### src/rtl/uart_pkg.sv
// rtl/uart_pkg.sv - receiver FSM states, oversampling constants and baud divider helper
package uart_pkg;

  typedef enum logic [2:0] {
    ST_IDLE   = 3'd0,
    ST_START  = 3'd1,
    ST_DATA   = 3'd2,
    ST_PARITY = 3'd3,
    ST_STOP   = 3'd4,
    ST_BREAK  = 3'd5
  } uart_state_e;

  localparam int OVERSAMPLE = 16;
  localparam int MID_SAMPLE = 7;

  function automatic int div_calc(input int clk_hz, input int baud);
    return clk_hz / (baud * OVERSAMPLE);
  endfunction

endpackage

### src/rtl/uart_rx_fifo_if.sv
// rtl/uart_rx_fifo_if.sv - received-byte valid/ready stream between uart_rx_fifo and its consumer
interface uart_rx_fifo_if;
  logic [7:0] rx_data;
  logic       rx_valid;
  logic       rx_ready;

  modport master (output rx_data, output rx_valid, input rx_ready);
  modport slave  (input rx_data, input rx_valid, output rx_ready);
endinterface

### src/rtl/uart_rx_fifo_sync_fifo.sv
// rtl/uart_rx_fifo_sync_fifo.sv - small synchronous FIFO with a registered head word
module sync_fifo #(
  parameter int WIDTH = 8,
  parameter int DEPTH = 4
) (
  input  logic             clk,
  input  logic             rst_n,
  input  logic             i_en,
  input  logic             i_push,
  input  logic [WIDTH-1:0] i_data,
  input  logic             i_pop,
  output logic             o_full,
  output logic             o_empty,
  output logic [WIDTH-1:0] o_head
);
  localparam int AW = $clog2(DEPTH);

  logic [WIDTH-1:0] r_mem [DEPTH];
  logic [WIDTH-1:0] r_head;
  logic [AW:0]      r_wr;
  logic [AW:0]      r_rd;
  logic [AW:0]      w_rd_nxt;
  logic             w_pop_ok;
  logic             w_push_ok;

  assign o_empty   = (r_wr == r_rd);
  assign o_full    = (r_wr[AW] != r_rd[AW]) && (r_wr[AW-1:0] == r_rd[AW-1:0]);
  assign w_pop_ok  = i_en && i_pop && !o_empty;
  // A pop frees a slot in the same cycle, so a full FIFO still takes the push.
  assign w_push_ok = i_en && i_push && (!o_full || w_pop_ok);
  assign w_rd_nxt  = r_rd + (AW+1)'(w_pop_ok);
  assign o_head    = r_head;

  always_ff @(posedge clk or negedge rst_n) begin
    if (!rst_n) begin
      for (int i = 0; i < DEPTH; i++) r_mem[i] <= '0;
      r_wr   <= '0;
      r_rd   <= '0;
      r_head <= '0;
    end else if (i_en) begin
      if (w_push_ok) r_mem[r_wr[AW-1:0]] <= i_data;
      r_wr <= r_wr + (AW+1)'(w_push_ok);
      r_rd <= w_rd_nxt;
      // The head follows the read pointer; a push into a (now) empty FIFO bypasses the array.
      if (w_push_ok && (r_wr == w_rd_nxt)) r_head <= i_data;
      else if (w_pop_ok)                   r_head <= r_mem[w_rd_nxt[AW-1:0]];
    end
  end

endmodule

### src/rtl/uart_rx_fifo.sv
// rtl/uart_rx_fifo.sv - 16x oversampling UART receiver feeding a byte FIFO; UART_RX_PARITY_EN selects 8E1
module uart_rx_fifo
  import uart_pkg::*;
#(
  parameter int CLK_HZ = 50_000_000,
  parameter int BAUD   = 115200,
  parameter int DEPTH  = 4
) (
  input  logic           clk,
  input  logic           rst_n,
  input  logic           i_ce,
  input  logic           i_rx,
  input  logic           i_err_clr,
  output logic           o_frame_err,
  output logic           o_overrun,
  uart_rx_fifo_if.master m_rx
);
  localparam int DIV = div_calc(CLK_HZ, BAUD);
  localparam int TW  = $clog2(DIV);

  if (DIV < 2) begin : g_div_check
    $fatal(1, "uart_rx_fifo: CLK_HZ/(BAUD*16) must be at least 2");
  end
  if (DEPTH < 2 || DEPTH > 16 || (DEPTH & (DEPTH - 1)) != 0) begin : g_depth_check
    $fatal(1, "uart_rx_fifo: DEPTH must be a power of two in 2..16");
  end

  uart_state_e   r_state;
  uart_state_e   w_state_nxt;
  logic          r_rx_meta;
  logic          r_rx_sync;
  logic [TW-1:0] r_div_cnt;
  logic [3:0]    r_sample;
  logic [2:0]    r_bit_idx;
  logic [7:0]    r_shift;
  logic          w_tick;
  logic          w_mid;
  logic          w_restart;
  logic          w_shift;
  logic          w_push;
  logic          w_ferr_set;
  logic          w_par_ok;
  logic          w_full;
  logic          w_empty;
  logic          w_pop;
  logic          w_ovr_set;
  logic [7:0]    w_head;

  always_ff @(posedge clk or negedge rst_n) begin
    if (!rst_n) begin
      r_rx_meta <= 1'b1;
      r_rx_sync <= 1'b1;
    end else begin
      r_rx_meta <= i_rx;
      r_rx_sync <= r_rx_meta;
    end
  end

  assign w_tick = i_ce && (r_div_cnt == TW'(DIV - 1));
  assign w_mid  = w_tick && (r_sample == 4'(MID_SAMPLE));

  always_ff @(posedge clk or negedge rst_n) begin
    if (!rst_n) r_state <= ST_IDLE;
    else if (i_ce) r_state <= w_state_nxt;
  end

  always_comb begin
    w_state_nxt = r_state;
    case (r_state)
      ST_IDLE:   if (!r_rx_sync) w_state_nxt = ST_START;
      ST_START:  if (w_mid) w_state_nxt = r_rx_sync ? ST_IDLE : ST_DATA;
      ST_DATA:
        if (w_mid && r_bit_idx == 3'd7) begin
`ifdef UART_RX_PARITY_EN
          w_state_nxt = ST_PARITY;
`else
          w_state_nxt = ST_STOP;
`endif
        end
`ifdef UART_RX_PARITY_EN
      ST_PARITY: if (w_mid) w_state_nxt = ST_STOP;
`endif
      // Leaving at the stop mid-sample gives half a bit of slack for the next start edge.
      ST_STOP:   if (w_mid) w_state_nxt = r_rx_sync ? ST_IDLE : ST_BREAK;
      ST_BREAK:  if (r_rx_sync) w_state_nxt = ST_IDLE;
      default:   w_state_nxt = ST_IDLE;
    endcase
  end

  always_comb begin
    w_restart  = 1'b0;
    w_shift    = 1'b0;
    w_push     = 1'b0;
    w_ferr_set = 1'b0;
    case (r_state)
      ST_IDLE: w_restart = i_ce && !r_rx_sync;
      ST_DATA: w_shift   = w_mid;
      ST_STOP: begin
        w_push     = w_mid && r_rx_sync && w_par_ok;
        w_ferr_set = w_mid && !(r_rx_sync && w_par_ok);
      end
      default: ;
    endcase
  end

  always_ff @(posedge clk or negedge rst_n) begin
    if (!rst_n) begin
      r_div_cnt <= '0;
      r_sample  <= '0;
      r_bit_idx <= '0;
      r_shift   <= '0;
    end else if (i_ce) begin
      if (w_restart || w_tick) r_div_cnt <= '0;
      else                     r_div_cnt <= r_div_cnt + TW'(1);
      if (w_restart) begin
        r_sample  <= '0;
        r_bit_idx <= '0;
      end else begin
        if (w_tick)  r_sample  <= r_sample + 4'd1;
        if (w_shift) r_bit_idx <= r_bit_idx + 3'd1;
      end
      if (w_shift) r_shift <= {r_rx_sync, r_shift[7:1]};
    end
  end

`ifdef UART_RX_PARITY_EN
  logic r_par_ok;

  // Even parity: data bits plus parity bit carry an even number of ones.
  always_ff @(posedge clk or negedge rst_n) begin
    if (!rst_n) r_par_ok <= 1'b1;
    else if (i_ce) begin
      if (w_restart) r_par_ok <= 1'b1;
      else if (r_state == ST_PARITY && w_mid) r_par_ok <= (r_rx_sync == ^r_shift);
    end
  end
  assign w_par_ok = r_par_ok;
`else
  assign w_par_ok = 1'b1;
`endif

  sync_fifo #(.WIDTH(8), .DEPTH(DEPTH)) u_fifo (
    .clk     (clk),
    .rst_n   (rst_n),
    .i_en    (i_ce),
    .i_push  (w_push),
    .i_data  (r_shift),
    .i_pop   (m_rx.rx_ready),
    .o_full  (w_full),
    .o_empty (w_empty),
    .o_head  (w_head)
  );

  assign m_rx.rx_valid = !w_empty;
  assign m_rx.rx_data  = w_head;
  assign w_pop         = m_rx.rx_ready && !w_empty;
  assign w_ovr_set     = w_push && w_full && !w_pop;

  always_ff @(posedge clk or negedge rst_n) begin
    if (!rst_n) begin
      o_frame_err <= 1'b0;
      o_overrun   <= 1'b0;
    end else if (i_ce) begin
      if (w_ferr_set)     o_frame_err <= 1'b1;
      else if (i_err_clr) o_frame_err <= 1'b0;
      if (w_ovr_set)      o_overrun   <= 1'b1;
      else if (i_err_clr) o_overrun   <= 1'b0;
    end
  end

endmodule

### src/flat_wrapper.sv
// flat-port wrapper written by rule: the top's interface ports become plain ports
module uart_rx_fifo_flat import uart_pkg::*;
#(
  parameter int CLK_HZ = 50_000_000,
  parameter int BAUD   = 115200,
  parameter int DEPTH  = 4
)
  (clk, rst_n, i_ce, i_rx, i_err_clr, o_frame_err, o_overrun, m_rx_rx_data, m_rx_rx_valid, m_rx_rx_ready);
  uart_rx_fifo_if m_rx_i ();
  input  logic clk;
  input  logic rst_n;
  input  logic i_ce;
  input  logic i_rx;
  input  logic i_err_clr;
  output logic o_frame_err;
  output logic o_overrun;
  output wire logic [$bits(m_rx_i.rx_data)-1:0] m_rx_rx_data;
  output wire logic [$bits(m_rx_i.rx_valid)-1:0] m_rx_rx_valid;
  input wire logic [$bits(m_rx_i.rx_ready)-1:0] m_rx_rx_ready;
  assign m_rx_rx_data = m_rx_i.rx_data;
  assign m_rx_rx_valid = m_rx_i.rx_valid;
  assign m_rx_i.rx_ready = m_rx_rx_ready;
  uart_rx_fifo #(.CLK_HZ(CLK_HZ), .BAUD(BAUD), .DEPTH(DEPTH)) u_core (.clk(clk), .rst_n(rst_n), .i_ce(i_ce), .i_rx(i_rx), .i_err_clr(i_err_clr), .o_frame_err(o_frame_err), .o_overrun(o_overrun), .m_rx(m_rx_i));
endmodule
### config.mk
export PLATFORM = sky130hd
export DESIGN_NAME = uart_rx_fifo_flat
export DESIGN_NICKNAME = d
export VERILOG_FILES = /design/src/rtl/uart_pkg.sv /design/src/rtl/uart_rx_fifo_if.sv /design/src/rtl/uart_rx_fifo_sync_fifo.sv /design/src/rtl/uart_rx_fifo.sv /design/src/flat_wrapper.sv
export SDC_FILE = /design/constraint.sdc
export NUM_CORES = 1
export LEC_CHECK = 0
export ABC_AREA = 1
export BUFFER_PORTS_ARGS = -buffer_cell sky130_fd_sc_hd__buf_2
export CORE_MARGIN = 4
export CORE_UTILIZATION = 40
export DETAILED_ROUTE_END_ITERATION = 8
export PLACE_DENSITY = 0.56
export SYNTH_ARGS = -nofsm -noshare
export SYNTH_HDL_FRONTEND = slang
export SYNTH_SLANG_ARGS = --single-unit
### constraint.sdc
create_clock -name clk -period 5.6 [get_ports clk]
set_clock_uncertainty 0.05 [all_clocks]
set_input_delay 1.12 -clock clk [delete_from_list [all_inputs] [get_ports clk]]
set_output_delay 1.12 -clock clk [all_outputs]
set_load 0.05 [all_outputs]
== Word level (Yosys, flattened, before mapping) ==
Cells that the tools add are included.

* Register bits: 73
* Input port bits: 6
* Output and inout bits: 11
* Logic and storage cells: 106

* Add/subtract/negate cells: 5
* Order comparisons: 3
* Eq/ne operators: 16
* Muxes and demuxes: 28
* Bitwise logic cells: 2
* Reduce and logical (&&, ||, !) cells: 36

{| class="wikitable"
|+ Operators by type and width
! cell !! count
|-
| $mux W8 || 5
|-
| $bwmux W32 || 1
|-
| $mux W3 || 8
|-
| $bmux W8 S2 || 1
|-
| $demux W8 S2 || 1
|-
| $logic_and A1 B1 Y1 || 16
|-
| $pmux W3 S5 || 1
|-
| $reduce_and A2 Y1 || 7
|-
| $reduce_bool A2 Y1 || 5
|-
| $eq A3 B3 Y1 const B || 3
|-
| $mux W4 || 2
|-
| $ne A2 B1 Y1 const B || 4
|-
| $mux W1 || 7
|-
| $add A3 B1 Y3 || 2
|-
| $eq A3 B3 Y1 || 2
|-
| $ge A3 B3 Y1 const B || 2
|-
| $not A2 Y3 || 2
|-
| $reduce_and A6 Y1 || 1
|-
| $add A5 B1 Y5 const B || 1
|-
| $eq A5 B5 Y1 const B || 1
|-
| $mux W5 || 1
|-
| $add A4 B1 Y4 const B || 1
|-
| $eq A4 B3 Y1 const B || 1
|-
| $logic_not A1 Y1 || 4
|-
| 10 further kinds || 11
|}

== Longest topological paths before layout ==
Gate-level depths: netlist of the first run.

* Word-level depth: 10
* Gate-level depth with buffers: 21
* Mapped depth without buffers: 20

== Cells and area by module ==
Synthesis of the first run repeated with hierarchy kept, for this count alone.

* Cell total of the unflattened synthesis: 480
* Area, all modules: 3802.4 um2

{| class="wikitable"
|+ Modules (own cells, without submodules)
! module !! instances !! cells each !! area an instance (um2) !! sequential area each (um2)
|-
| sync_fifo || 1 || 328 || 2467.4 || 1151.1
|-
| uart_rx_fifo || 1 || 152 || 1335.0 || 678.2
|}

== Worst setup path before layout of the first run ==
OpenSTA, ideal clock, no wires.

* Path kind: input-to-reg
* From: in i_ce
* To: reg u_core.u_fifo.r_head[0], in the netlist u_core.u_fifo.o_head[0]
* Setup time: 118 ps
* Arrival time: 3142 ps
* Data required time: 5432 ps
* Path slack: 2290 ps
* Stages on the path: 16
* Path buffers: 2
* Cell sequence: buf_4 -> nand2_1 -> inv_1 -> nand2_1 -> inv_1 -> ha_1 -> ha_1 -> buf_2 -> xnor2_1 -> nand2_1 -> nor2_2 -> nand3_2 -> nand2_2 -> inv_1 -> nand2_1 -> nand2_1

* Longest elaborated chain between the ends: 9
* Elaborated cells on any way between the ends: 20
* Those cells by class: add/sub: 1; eq/ne: 1; mux: 6; bitwise: 1; reduce/logical: 11

{| class="wikitable"
|+ Ends and longest elaborated chain
! what !! RTL line !! RTL
|-
| start: declaration || flat_wrapper.sv:12 || <nowiki>input logic i_ce;</nowiki>
|-
| $logic_and A1 B1 Y1 (*) (2 in a row) || uart_rx_fifo_sync_fifo.sv:28 || <nowiki>assign w_pop_ok = i_en && i_pop && !o_empty;</nowiki>
|-
| $add A3 B1 Y3 (*) || uart_rx_fifo_sync_fifo.sv:31 || <nowiki>assign w_rd_nxt = r_rd + (AW+1)'(w_pop_ok);</nowiki>
|-
| named net u_core.u_fifo.w_rd_nxt[1] || uart_rx_fifo_sync_fifo.sv:22 || <nowiki>logic [AW:0] w_rd_nxt;</nowiki>
|-
| $not A2 Y3 (not written as such) || uart_rx_fifo_sync_fifo.sv:46 || <nowiki>else if (w_pop_ok) r_head <= r_mem[w_rd_nxt[AW-1:0]];</nowiki>
|-
| $bmux W8 S2 || uart_rx_fifo_sync_fifo.sv:46 ||
|-
| $mux W8 (not written as such) (2 in a row) || uart_rx_fifo_sync_fifo.sv:46 ||
|-
| $mux W8 || uart_rx_fifo_sync_fifo.sv:46 ||
|-
| $mux W8 || uart_rx_fifo_sync_fifo.sv:45 || <nowiki>if (w_push_ok && (r_wr == w_rd_nxt)) r_head <= i_data;</nowiki>
|-
| end signal: assignment || uart_rx_fifo_sync_fifo.sv:45 ||
|-
| end signal: assignment || uart_rx_fifo_sync_fifo.sv:46 ||
|-
| end: declaration || uart_rx_fifo_sync_fifo.sv:19 || <nowiki>logic [WIDTH-1:0] r_head;</nowiki>
|}

Mark *: on every way through the listed nets, which the timed path passes. The rest lies on a longest branch. The select of a mux whose other input is x is not followed.
A chain may end at the register's enable or synchronous reset.

== Final worst setup path of the first run ==
* From: in i_ce
* To: reg u_core.u_fifo.r_head[3], in the netlist u_core.u_fifo.o_head[3]

Same word-level chain as after synthesis.

==> impl_metrics.xml, run 1 <==
<?xml version="1.0" encoding="UTF-8"?>
<metrics>
  <group name="status">
    <metric name="run_status" unit="">completed</metric>
  </group>
  <group name="cts">
    <metric name="tritoncts.num_buffers" unit="">9</metric>
    <metric name="cts_htree_levels" unit="">3</metric>
    <metric name="clock_tree_buffer_depth" unit="">2</metric>
    <metric name="cts-hold-fix-buffers" unit="">0</metric>
    <metric name="post_cts_resize_count" unit="">0</metric>
    <metric name="tritoncts" unit="">yes</metric>
    <metric name="post_cts_buffers" unit="">0</metric>
    <metric name="tritoncts_num_sinks" unit="">73</metric>
    <metric name="cts.reportedPaths.clkPinSlew" unit="ns">0.08</metric>
    <metric name="worstSkewPairLatency" unit="ns">0.35</metric>
    <metric name="clk_root_buffer_cell" unit="">sky130_fd_sc_hd__clkbuf_8</metric>
  </group>
  <group name="drt">
    <metric name="firstDrtPassIters" unit="">4</metric>
    <metric name="detail_route.vias_per_cell" unit="">5.19</metric>
    <metric name="post-route-drc-count" unit="">0</metric>
    <metric name="vias" unit="">3076</metric>
    <metric name="totalWireLength" unit="µm">9010</metric>
    <metric name="drt_iter0_markers" unit="">141</metric>
    <metric name="drt.antenna.violating_nets" unit="">0</metric>
    <metric name="wire_per_inst" unit="µm">15.2</metric>
  </group>
  <group name="power">
    <metric name="cellLeakagePower" unit="nW">2.18</metric>
    <metric name="net_switching_power" unit="µW">694</metric>
    <metric name="power-per-cell-area" unit="nW/µm²">416</metric>
    <metric name="part_of_the_total_power_dissipated_in_the_clock_network" unit="%">28.0</metric>
    <metric name="power_frac_comb" unit="%">34.4</metric>
    <metric name="peakVddDrop" unit="mV">0.183</metric>
    <metric name="cell_internal_power" unit="µW">997</metric>
    <metric name="switching_share" unit="%">41.0</metric>
    <metric name="power.share.sequential" unit="%">37.6</metric>
    <metric name="total_power" unit="mW">1.69</metric>
  </group>
  <group name="sta">
    <metric name="hold_viol" unit="">0</metric>
    <metric name="finalMaxSlewViolations" unit="">0</metric>
    <metric name="fin_setup_tns" unit="ns">0</metric>
    <metric name="period_minus_slack" unit="ns">3.62</metric>
    <metric name="max_freq" unit="GHz">0.276</metric>
    <metric name="fin_crit_sh" unit="%">64.7</metric>
    <metric name="max_slew_margin" unit="%">37.8</metric>
    <metric name="setup-violations-final" unit="">0</metric>
    <metric name="worstMarginPinSlew" unit="ns">0.933</metric>
    <metric name="grt_setup_unrepaired" unit="">no</metric>
  </group>
  <group name="floorplanning">
    <metric name="dieHeight" unit="µm">104</metric>
    <metric name="initial_utilization" unit="%">41.6</metric>
    <metric name="die_area" unit="µm²">10800</metric>
    <metric name="core_area" unit="µm²">8850</metric>
    <metric name="num_rows" unit="">34</metric>
    <metric name="die_width" unit="µm">104</metric>
    <metric name="pin_count" unit="">17</metric>
  </group>
  <group name="critical_path">
    <metric name="cp.required" unit="ns">5.79</metric>
    <metric name="critical_path_class" unit="">in2reg</metric>
    <metric name="timing.critical_path.arrival" unit="ns">3.82</metric>
    <metric name="critPathLaunchType" unit="">primary input</metric>
    <metric name="critical_path.endpoint_type" unit="">register</metric>
    <metric name="critPathMaxFanout" unit="">19</metric>
  </group>
  <group name="finish">
    <metric name="layout_common_cells" unit="">sky130_fd_sc_hd__nand2_1 (187), sky130_fd_sc_hd__dfrtp_1 (71), sky130_fd_sc_hd__nand4_1 (42)</metric>
    <metric name="final.fill_count" unit="">869</metric>
    <metric name="layout_commonest_cell" unit="">sky130_fd_sc_hd__nand2_1</metric>
    <metric name="antenna_cells_inserted" unit="">0</metric>
    <metric name="fin_util" unit="%">46.0</metric>
    <metric name="syn2layout_area_growth" unit="%">10.5</metric>
    <metric name="num-nets-final" unit="">495</metric>
    <metric name="layout-drive-gt1-share" unit="%">8.87</metric>
  </group>
  <group name="global_routing">
    <metric name="largest_net_degree_at_the_start_of_global_routing" unit="">74</metric>
    <metric name="globalRouteTotalUtil" unit="%">17.8</metric>
    <metric name="overflow_after_grt" unit="">0</metric>
    <metric name="via_count_of_the_first_global_routing_pass" unit="">3042</metric>
    <metric name="global_route_wire_length_before_repair" unit="µm">15400</metric>
    <metric name="grt_antenna_before_repair" unit="">0</metric>
  </group>
  <group name="hold_path">
    <metric name="hp-class" unit="">reg2reg</metric>
  </group>
  <group name="synthesis">
    <metric name="synth_area" unit="µm²">3680</metric>
    <metric name="synth_cells" unit="">467</metric>
    <metric name="synth.net_count" unit="">482</metric>
    <metric name="yosys_warnings" unit="">0</metric>
    <metric name="synth_sequential_area_ratio" unit="%">49.7</metric>
    <metric name="synth.avg_cell_area" unit="µm²">7.88</metric>
    <metric name="ys_ff_latch" unit="">73</metric>
    <metric name="netlist-cell-type-count" unit="">25</metric>
  </group>
  <group name="job">
    <metric name="max_cap_viol_count" unit="">0</metric>
  </group>
  <group name="placed_design">
    <metric name="detailedPlacementHpwl" unit="µm">6290</metric>
    <metric name="gpl.final_weighted_congestion" unit="">0.867</metric>
    <metric name="buffer_ports.inserted" unit="">16</metric>
  </group>
</metrics>
-- metrics by stage --
step           hold WS, ns  std cells  setup WS (ns)  instance area (µm²)
2_1_floorplan        0.295        467           2.29                 3680
3_3_place_gp         0.296        577           1.74                 3840
3_5_place_dp         0.299        577           1.60                 3840
4_1_cts              0.310        593           1.98                 4070
5_1_grt              0.320        593           1.73                 4070
6_report             0.308        593           1.98                 4070
-- cells in the mapped netlist --
master,n,area (µm²)
sky130_fd_sc_hd__a21oi_1,12,60.1
sky130_fd_sc_hd__a22o_1,1,8.76
sky130_fd_sc_hd__buf_1,2,7.51
sky130_fd_sc_hd__buf_2,7,35.0
sky130_fd_sc_hd__buf_4,1,7.51
sky130_fd_sc_hd__clkbuf_1,6,22.5
sky130_fd_sc_hd__clkinv_1,1,3.75
sky130_fd_sc_hd__dfrtp_1,71,1780
sky130_fd_sc_hd__dfstp_2,2,52.6
sky130_fd_sc_hd__ha_1,9,113
sky130_fd_sc_hd__inv_1,36,135
sky130_fd_sc_hd__nand2_1,187,702
sky130_fd_sc_hd__nand2_2,2,12.5
sky130_fd_sc_hd__nand3_1,31,155
sky130_fd_sc_hd__nand3_2,1,10.0
sky130_fd_sc_hd__nand3b_1,1,7.51
sky130_fd_sc_hd__nand4_1,42,263
sky130_fd_sc_hd__nor2_1,20,75.1
sky130_fd_sc_hd__nor2_2,2,12.5
sky130_fd_sc_hd__nor2_4,1,11.3
sky130_fd_sc_hd__nor3_1,2,10.0
sky130_fd_sc_hd__nor3_4,1,16.3
sky130_fd_sc_hd__o21ai_0,19,95.1
sky130_fd_sc_hd__xnor2_1,3,26.3
sky130_fd_sc_hd__xor2_1,7,61.3
-- kinds of logic after synthesis --
group                      share of synthesized area (%)
adders and majority gates                           3.06
and+or+nand+nor                                     34.6
DFF                                                 49.7
AOI/OAI and AO/OA                                   4.45
xor gates and xnor gates                            2.38
buffers and inverters                               5.75
-- cell type report --
cell class | count | area (µm²) | share of cell area, %
well taps | 108 | 135 | 3.32
inverters | 37 | 139 | 3.41
clock inverters | 6 | 90.1 | 2.21
multi-input cells | 341 | 1640 | 40.3
repair buffers | 18 | 97.6 | 2.40
clock buffers | 10 | 138 | 3.38
flip-flops and latches | 73 | 1830 | 45.0
-- state kept, by name, summed over array words and instances (netlist names), 3 cells and up --
signal	cells
u_core.r_bit_idx	3
u_core.r_div_cnt	5
u_core.r_sample	4
u_core.r_shift	8
u_core.r_state	3
u_core.u_fifo.o_head	8
u_core.u_fifo.r_mem	32
u_core.u_fifo.r_rd	3
u_core.u_fifo.r_wr	3
-- worst max-delay path: stages --
cell,delay (ns)
sky130_fd_sc_hd__buf_2,0.20
sky130_fd_sc_hd__nand2_1,0.11
sky130_fd_sc_hd__inv_1,0.04
sky130_fd_sc_hd__nand2_1,0.10
sky130_fd_sc_hd__inv_1,0.05
sky130_fd_sc_hd__ha_1,0.17
sky130_fd_sc_hd__ha_1,0.66
sky130_fd_sc_hd__xnor2_1,0.19
sky130_fd_sc_hd__nand2_1,0.08
sky130_fd_sc_hd__nor2_2,0.33
sky130_fd_sc_hd__nand3_2,0.25
sky130_fd_sc_hd__nand2_2,0.20
sky130_fd_sc_hd__inv_1,0.16
sky130_fd_sc_hd__nand2_1,0.09
sky130_fd_sc_hd__nand2_1,0.05
-- path summary, 6_finish.rpt --
check / depth (start not counted) / end / slack [ns] / startpoint
min reg2reg: 0 / u_core.r_rx_sync$_DFF_PN1_ / 0.31 / u_core.r_rx_meta$_DFF_PN1_
min in group asynchronous: 1 / u_core.u_fifo.r_mem[27]$_DFFE_PN0P_ / 0.86 / rst_n
max reg2reg: 17 / u_core.u_fifo.o_head[3]$_DFFE_PN0P_ / 2.07 / u_core.u_fifo.r_wr[0]$_DFFE_PN0P_
max: 15 / u_core.u_fifo.o_head[3]$_DFFE_PN0P_ / 1.98 / i_ce
max in group asynchronous: 1 / u_core.r_state[0]$_DFFE_PN0P_ / 4.04 / rst_n
min: 0 / u_core.r_rx_sync$_DFF_PN1_ / 0.31 / u_core.r_rx_meta$_DFF_PN1_
-- power groups by stage --
| stage | Clock [mW] | Combinational (mW) | Sequential, mW |
|---|---|---|---|
| after floorplan | 0 | 0.343 | 0.729 |
| after global placement | 0 | 0.570 | 0.645 |
| after detailed placement | 0 | 0.580 | 0.645 |
| after CTS | 0.487 | 0.582 | 0.635 |
| after global routing | 0.512 | 0.639 | 0.645 |
| final | 0.473 | 0.581 | 0.636 |
-- routing by layer --
metal	part of all wire, %	GRT usage (%)	vias to the layer above
met2	48	28.7	62
li1	-	-	1549
met4	1.2	6.27	0
met5	0	0	-
met1	47	24.3	1457
met3	4.5	3.04	8
(Power assumes the default switching activity.)
==> run 2: changes to the inputs <==
Settings changed: ABC_AREA 1 to 0.
Clock period 5.6 ns to 3.6 ns, I/O delays scaled along.
==> impl_metrics.xml, run 2 <==
<?xml version="1.0" encoding="UTF-8"?>
<metrics>
  <group name="status">
    <metric name="run_status" unit="">completed</metric>
  </group>
  <group name="cts">
    <metric name="tritoncts" unit="">yes</metric>
    <metric name="clk_root_buffer_cell" unit="">sky130_fd_sc_hd__clkbuf_8</metric>
    <metric name="post_cts_resize_count" unit="">0</metric>
    <metric name="tritoncts.num_buffers" unit="">9</metric>
    <metric name="post_cts_buffers" unit="">0</metric>
    <metric name="cts.reportedPaths.clkPinSlew" unit="ns">0.08</metric>
    <metric name="clock_tree_buffer_depth" unit="">2</metric>
    <metric name="cts_htree_levels" unit="">3</metric>
    <metric name="cts-hold-fix-buffers" unit="">0</metric>
    <metric name="worstSkewPairLatency" unit="ns">0.34</metric>
    <metric name="tritoncts_num_sinks" unit="">73</metric>
  </group>
  <group name="power">
    <metric name="switching_share" unit="%">29.3</metric>
    <metric name="power_frac_comb" unit="%">19.1</metric>
    <metric name="power-per-cell-area" unit="nW/µm²">500</metric>
    <metric name="part_of_the_total_power_dissipated_in_the_clock_network" unit="%">35.4</metric>
    <metric name="net_switching_power" unit="µW">599</metric>
    <metric name="cell_internal_power" unit="mW">1.45</metric>
    <metric name="cellLeakagePower" unit="nW">1.93</metric>
    <metric name="peakVddDrop" unit="mV">0.187</metric>
    <metric name="power.share.sequential" unit="%">45.5</metric>
  </group>
  <group name="finish">
    <metric name="num-nets-final" unit="">303</metric>
    <metric name="syn2layout_area_growth" unit="%">11.4</metric>
    <metric name="largest_register_ff_count" unit="">32</metric>
    <metric name="layout-drive-gt1-share" unit="%">41.3</metric>
    <metric name="max_flop_register" unit="">u_core.u_fifo.r_mem</metric>
    <metric name="layout_common_cells" unit="">sky130_fd_sc_hd__dfrtp_1 (71), sky130_fd_sc_hd__mux2_2 (52), sky130_fd_sc_hd__nand2_1 (16)</metric>
    <metric name="antenna_cells_inserted" unit="">0</metric>
    <metric name="final_non_filler_cells" unit="">401</metric>
    <metric name="layout_commonest_cell" unit="">sky130_fd_sc_hd__dfrtp_1</metric>
  </group>
  <group name="critical_path">
    <metric name="critPathMaxFanout" unit="">8</metric>
    <metric name="cpMaxStageDelayCell" unit="">sky130_fd_sc_hd__or4_4</metric>
    <metric name="timing.critical_path.cells" unit="">xnor2_1 &gt; a31oi_2 &gt; ha_1 &gt; ha_1 &gt; xnor2_1 &gt; nand3_1 &gt; or4_4 &gt; mux2_4</metric>
    <metric name="timing.critical_path.buf_inv" unit="">0</metric>
    <metric name="cp.required" unit="ns">3.78</metric>
    <metric name="critical_path.endpoint_type" unit="">register</metric>
    <metric name="critical_path_class" unit="">reg2reg</metric>
    <metric name="critPathLaunchType" unit="">register</metric>
    <metric name="timing.critical_path.arrival" unit="ns">2.93</metric>
    <metric name="cp_slowest_stage_delay" unit="ns">0.55</metric>
    <metric name="family_with_the_most_delay_on_the_worst_path" unit="">simple AND/OR/NAND/NOR gates</metric>
  </group>
  <group name="global_routing">
    <metric name="largest_net_degree_at_the_start_of_global_routing" unit="">74</metric>
    <metric name="via_count_of_the_first_global_routing_pass" unit="">2171</metric>
    <metric name="overflow_after_grt" unit="">0</metric>
    <metric name="globalRouteTotalUtil" unit="%">13.1</metric>
    <metric name="grt_antenna_before_repair" unit="">0</metric>
    <metric name="global_route_wire_length_before_repair" unit="µm">11200</metric>
  </group>
  <group name="synthesis">
    <metric name="synth_sequential_area_ratio" unit="%">49.8</metric>
    <metric name="synthTopCellsByArea" unit="">sky130_fd_sc_hd__dfrtp_1 (48%), sky130_fd_sc_hd__mux2_2 (16%), sky130_fd_sc_hd__mux4_2 (4.9%)</metric>
    <metric name="synth_cells" unit="">266</metric>
    <metric name="postSynth.asyncResetShare" unit="%">100</metric>
    <metric name="yosys_warnings" unit="">0</metric>
    <metric name="yosys_most_used_dff" unit="">sky130_fd_sc_hd__dfrtp_1</metric>
    <metric name="netlist-cell-type-count" unit="">50</metric>
    <metric name="synth.avg_cell_area" unit="µm²">13.8</metric>
    <metric name="synth_area" unit="µm²">3670</metric>
    <metric name="synth.top_cells.by_count" unit="">sky130_fd_sc_hd__dfrtp_1 (71), sky130_fd_sc_hd__mux2_2 (52), sky130_fd_sc_hd__nand2_1 (16)</metric>
    <metric name="yosysTopAreaCellShare" unit="%">48.4</metric>
    <metric name="synth.net_count" unit="">281</metric>
    <metric name="synth-edff-count" unit="">0</metric>
    <metric name="synth_most_common_cell" unit="">sky130_fd_sc_hd__dfrtp_1</metric>
    <metric name="netlist.top_cell.by_area" unit="">sky130_fd_sc_hd__dfrtp_1</metric>
    <metric name="ys_ff_latch" unit="">73</metric>
  </group>
  <group name="drt">
    <metric name="firstDrtPassIters" unit="">4</metric>
    <metric name="detail_route.vias_per_cell" unit="">5.21</metric>
    <metric name="vias" unit="">2088</metric>
    <metric name="drt_iter0_markers" unit="">77</metric>
    <metric name="drt.antenna.violating_nets" unit="">0</metric>
    <metric name="post-route-drc-count" unit="">0</metric>
    <metric name="totalWireLength" unit="µm">6550</metric>
    <metric name="wire_per_inst" unit="µm">16.3</metric>
  </group>
  <group name="sta">
    <metric name="max_freq" unit="GHz">0.365</metric>
    <metric name="period_minus_slack" unit="ns">2.74</metric>
    <metric name="grt_setup_unrepaired" unit="">no</metric>
    <metric name="worstMarginPinSlew" unit="ns">0.924</metric>
    <metric name="max_slew_margin" unit="%">38.4</metric>
    <metric name="fin_crit_sh" unit="%">76.2</metric>
    <metric name="hold_viol" unit="">0</metric>
    <metric name="fin_setup_tns" unit="ns">0</metric>
    <metric name="finalMaxSlewViolations" unit="">0</metric>
    <metric name="setup-violations-final" unit="">0</metric>
  </group>
  <group name="placed_design">
    <metric name="gpl.final_weighted_congestion" unit="">0.720</metric>
    <metric name="detailedPlacementHpwl" unit="µm">4410</metric>
    <metric name="number_of_placed_instances_taps_included" unit="">385</metric>
    <metric name="buffer_ports.inserted" unit="">16</metric>
  </group>
  <group name="floorplanning">
    <metric name="num_rows" unit="">34</metric>
    <metric name="initial_utilization" unit="%">41.7</metric>
    <metric name="die_area" unit="µm²">10800</metric>
    <metric name="dieHeight" unit="µm">104</metric>
    <metric name="die_width" unit="µm">104</metric>
    <metric name="core_area" unit="µm²">8810</metric>
    <metric name="pin_count" unit="">17</metric>
  </group>
  <group name="hold_path">
    <metric name="hp-class" unit="">reg2reg</metric>
  </group>
  <group name="job">
    <metric name="max_cap_viol_count" unit="">0</metric>
  </group>
</metrics>
==> run 2: cell count changes in the layout (fill, tap and decap cells not counted), sizes merged, moves of 6 or more <==
cell	change
mux4	+8
mux2	+60
nand4	-37
o21ai	-13
nand3	-24
a21oi	-10
inv	-31
nor2	-15
nand2	-173
buf	+6
==> run 2: metal layers <==
metal / routed length, µm / track usage, % / part of all wire [%] / up-vias
li1: - / - / - / 1010
met1: 3430 / 18.6 / 52 / 1053
met2: 2900 / 19.1 / 44 / 18
met3: 159 / 3.11 / 2.4 / 7
met4: 65 / 5.41 / 0.99 / 0
met5: 0 / 0 / 0 / -
==> run 2: layout make-up <==
class	count	area, µm²
inverters	4	15.0
well taps	108	135
repair buffers	24	143
clock inverters	7	101
multi-input cells	176	1740
clock buffers	9	124
fillers	806	4710
flip-flops and latches	73	1830
==> run 2: worst paths after layout <==
path / endpoint / slack, ns / startpoint / cells after the start
min in group asynchronous: u_core.o_frame_err$_DFFE_PN0P_ / 0.42 / rst_n / 1
setup / recovery: u_core.u_fifo.o_head[0]$_DFFE_PN0P_ / 0.86 / u_core.u_fifo.r_wr[0]$_DFFE_PN0P_ / 8
hold / removal: u_core.r_rx_sync$_DFF_PN1_ / 0.31 / u_core.r_rx_meta$_DFF_PN1_ / 0
setup reg to reg: u_core.u_fifo.o_head[0]$_DFFE_PN0P_ / 0.86 / u_core.u_fifo.r_wr[0]$_DFFE_PN0P_ / 8
max in group asynchronous: u_core.u_fifo.r_rd[0]$_DFFE_PN0P_ / 2.43 / rst_n / 1
hold reg to reg: u_core.r_rx_sync$_DFF_PN1_ / 0.31 / u_core.r_rx_meta$_DFF_PN1_ / 0
==> run 2: cell families (layout without fill, tap and decap cells) <==
family | count (synthesis) | count (layout) | share of synthesized area, %
AO/OA/AOI/OAI | 16 | 16 | 2.86
XOR/XNOR | 15 | 15 | 4.16
adder cells (fa/ha/maj) | 9 | 9 | 3.07
buffers and inverters | 17 | 44 | 2.69
flip-flops | 73 | 73 | 49.8
multiplexers | 70 | 70 | 24.7
AND/OR/NAND/NOR | 66 | 66 | 12.7
==> run 2: worst reg2reg max path, cell delays in order (launching register included) <==
cell and delay [ns]:
sky130_fd_sc_hd__dfrtp_1 0.48, sky130_fd_sc_hd__xnor2_1 0.31, sky130_fd_sc_hd__a31oi_2 0.15, sky130_fd_sc_hd__ha_1 0.20, sky130_fd_sc_hd__ha_1 0.30, sky130_fd_sc_hd__xnor2_1 0.15
sky130_fd_sc_hd__nand3_1 0.10, sky130_fd_sc_hd__or4_4 0.55, sky130_fd_sc_hd__mux2_4 0.34
==> run 2: per-stage QoR <==
| stage | setup WS (ns) | utilization, % | hold WS [ns] | power [mW] | cell area, µm² |
|---|---|---|---|---|---|
| floorplan | 0.528 | - | 0.295 | 1.24 | 3670 |
| global placement | 0.609 | 43.9 | 0.296 | 1.35 | 3870 |
| detailed placement | 0.572 | 43.9 | 0.299 | 1.35 | 3870 |
| CTS | 0.832 | 46.5 | 0.310 | 2.08 | 4090 |
| global route | 0.694 | 46.5 | 0.315 | 2.17 | 4090 |
| finish | 0.857 | 46.5 | 0.310 | 2.05 | 4090 |
==> run 2: power groups by stage <==
stage / registers (mW) / clock network [mW] / logic, mW
2_1_floorplan: 0.932 / 0 / 0.305
3_3_place_gp: 0.944 / 0 / 0.406
3_5_place_dp: 0.946 / 0 / 0.405
4_1_cts: 0.930 / 0.746 / 0.409
5_1_grt: 0.940 / 0.783 / 0.444
6_report: 0.931 / 0.723 / 0.391
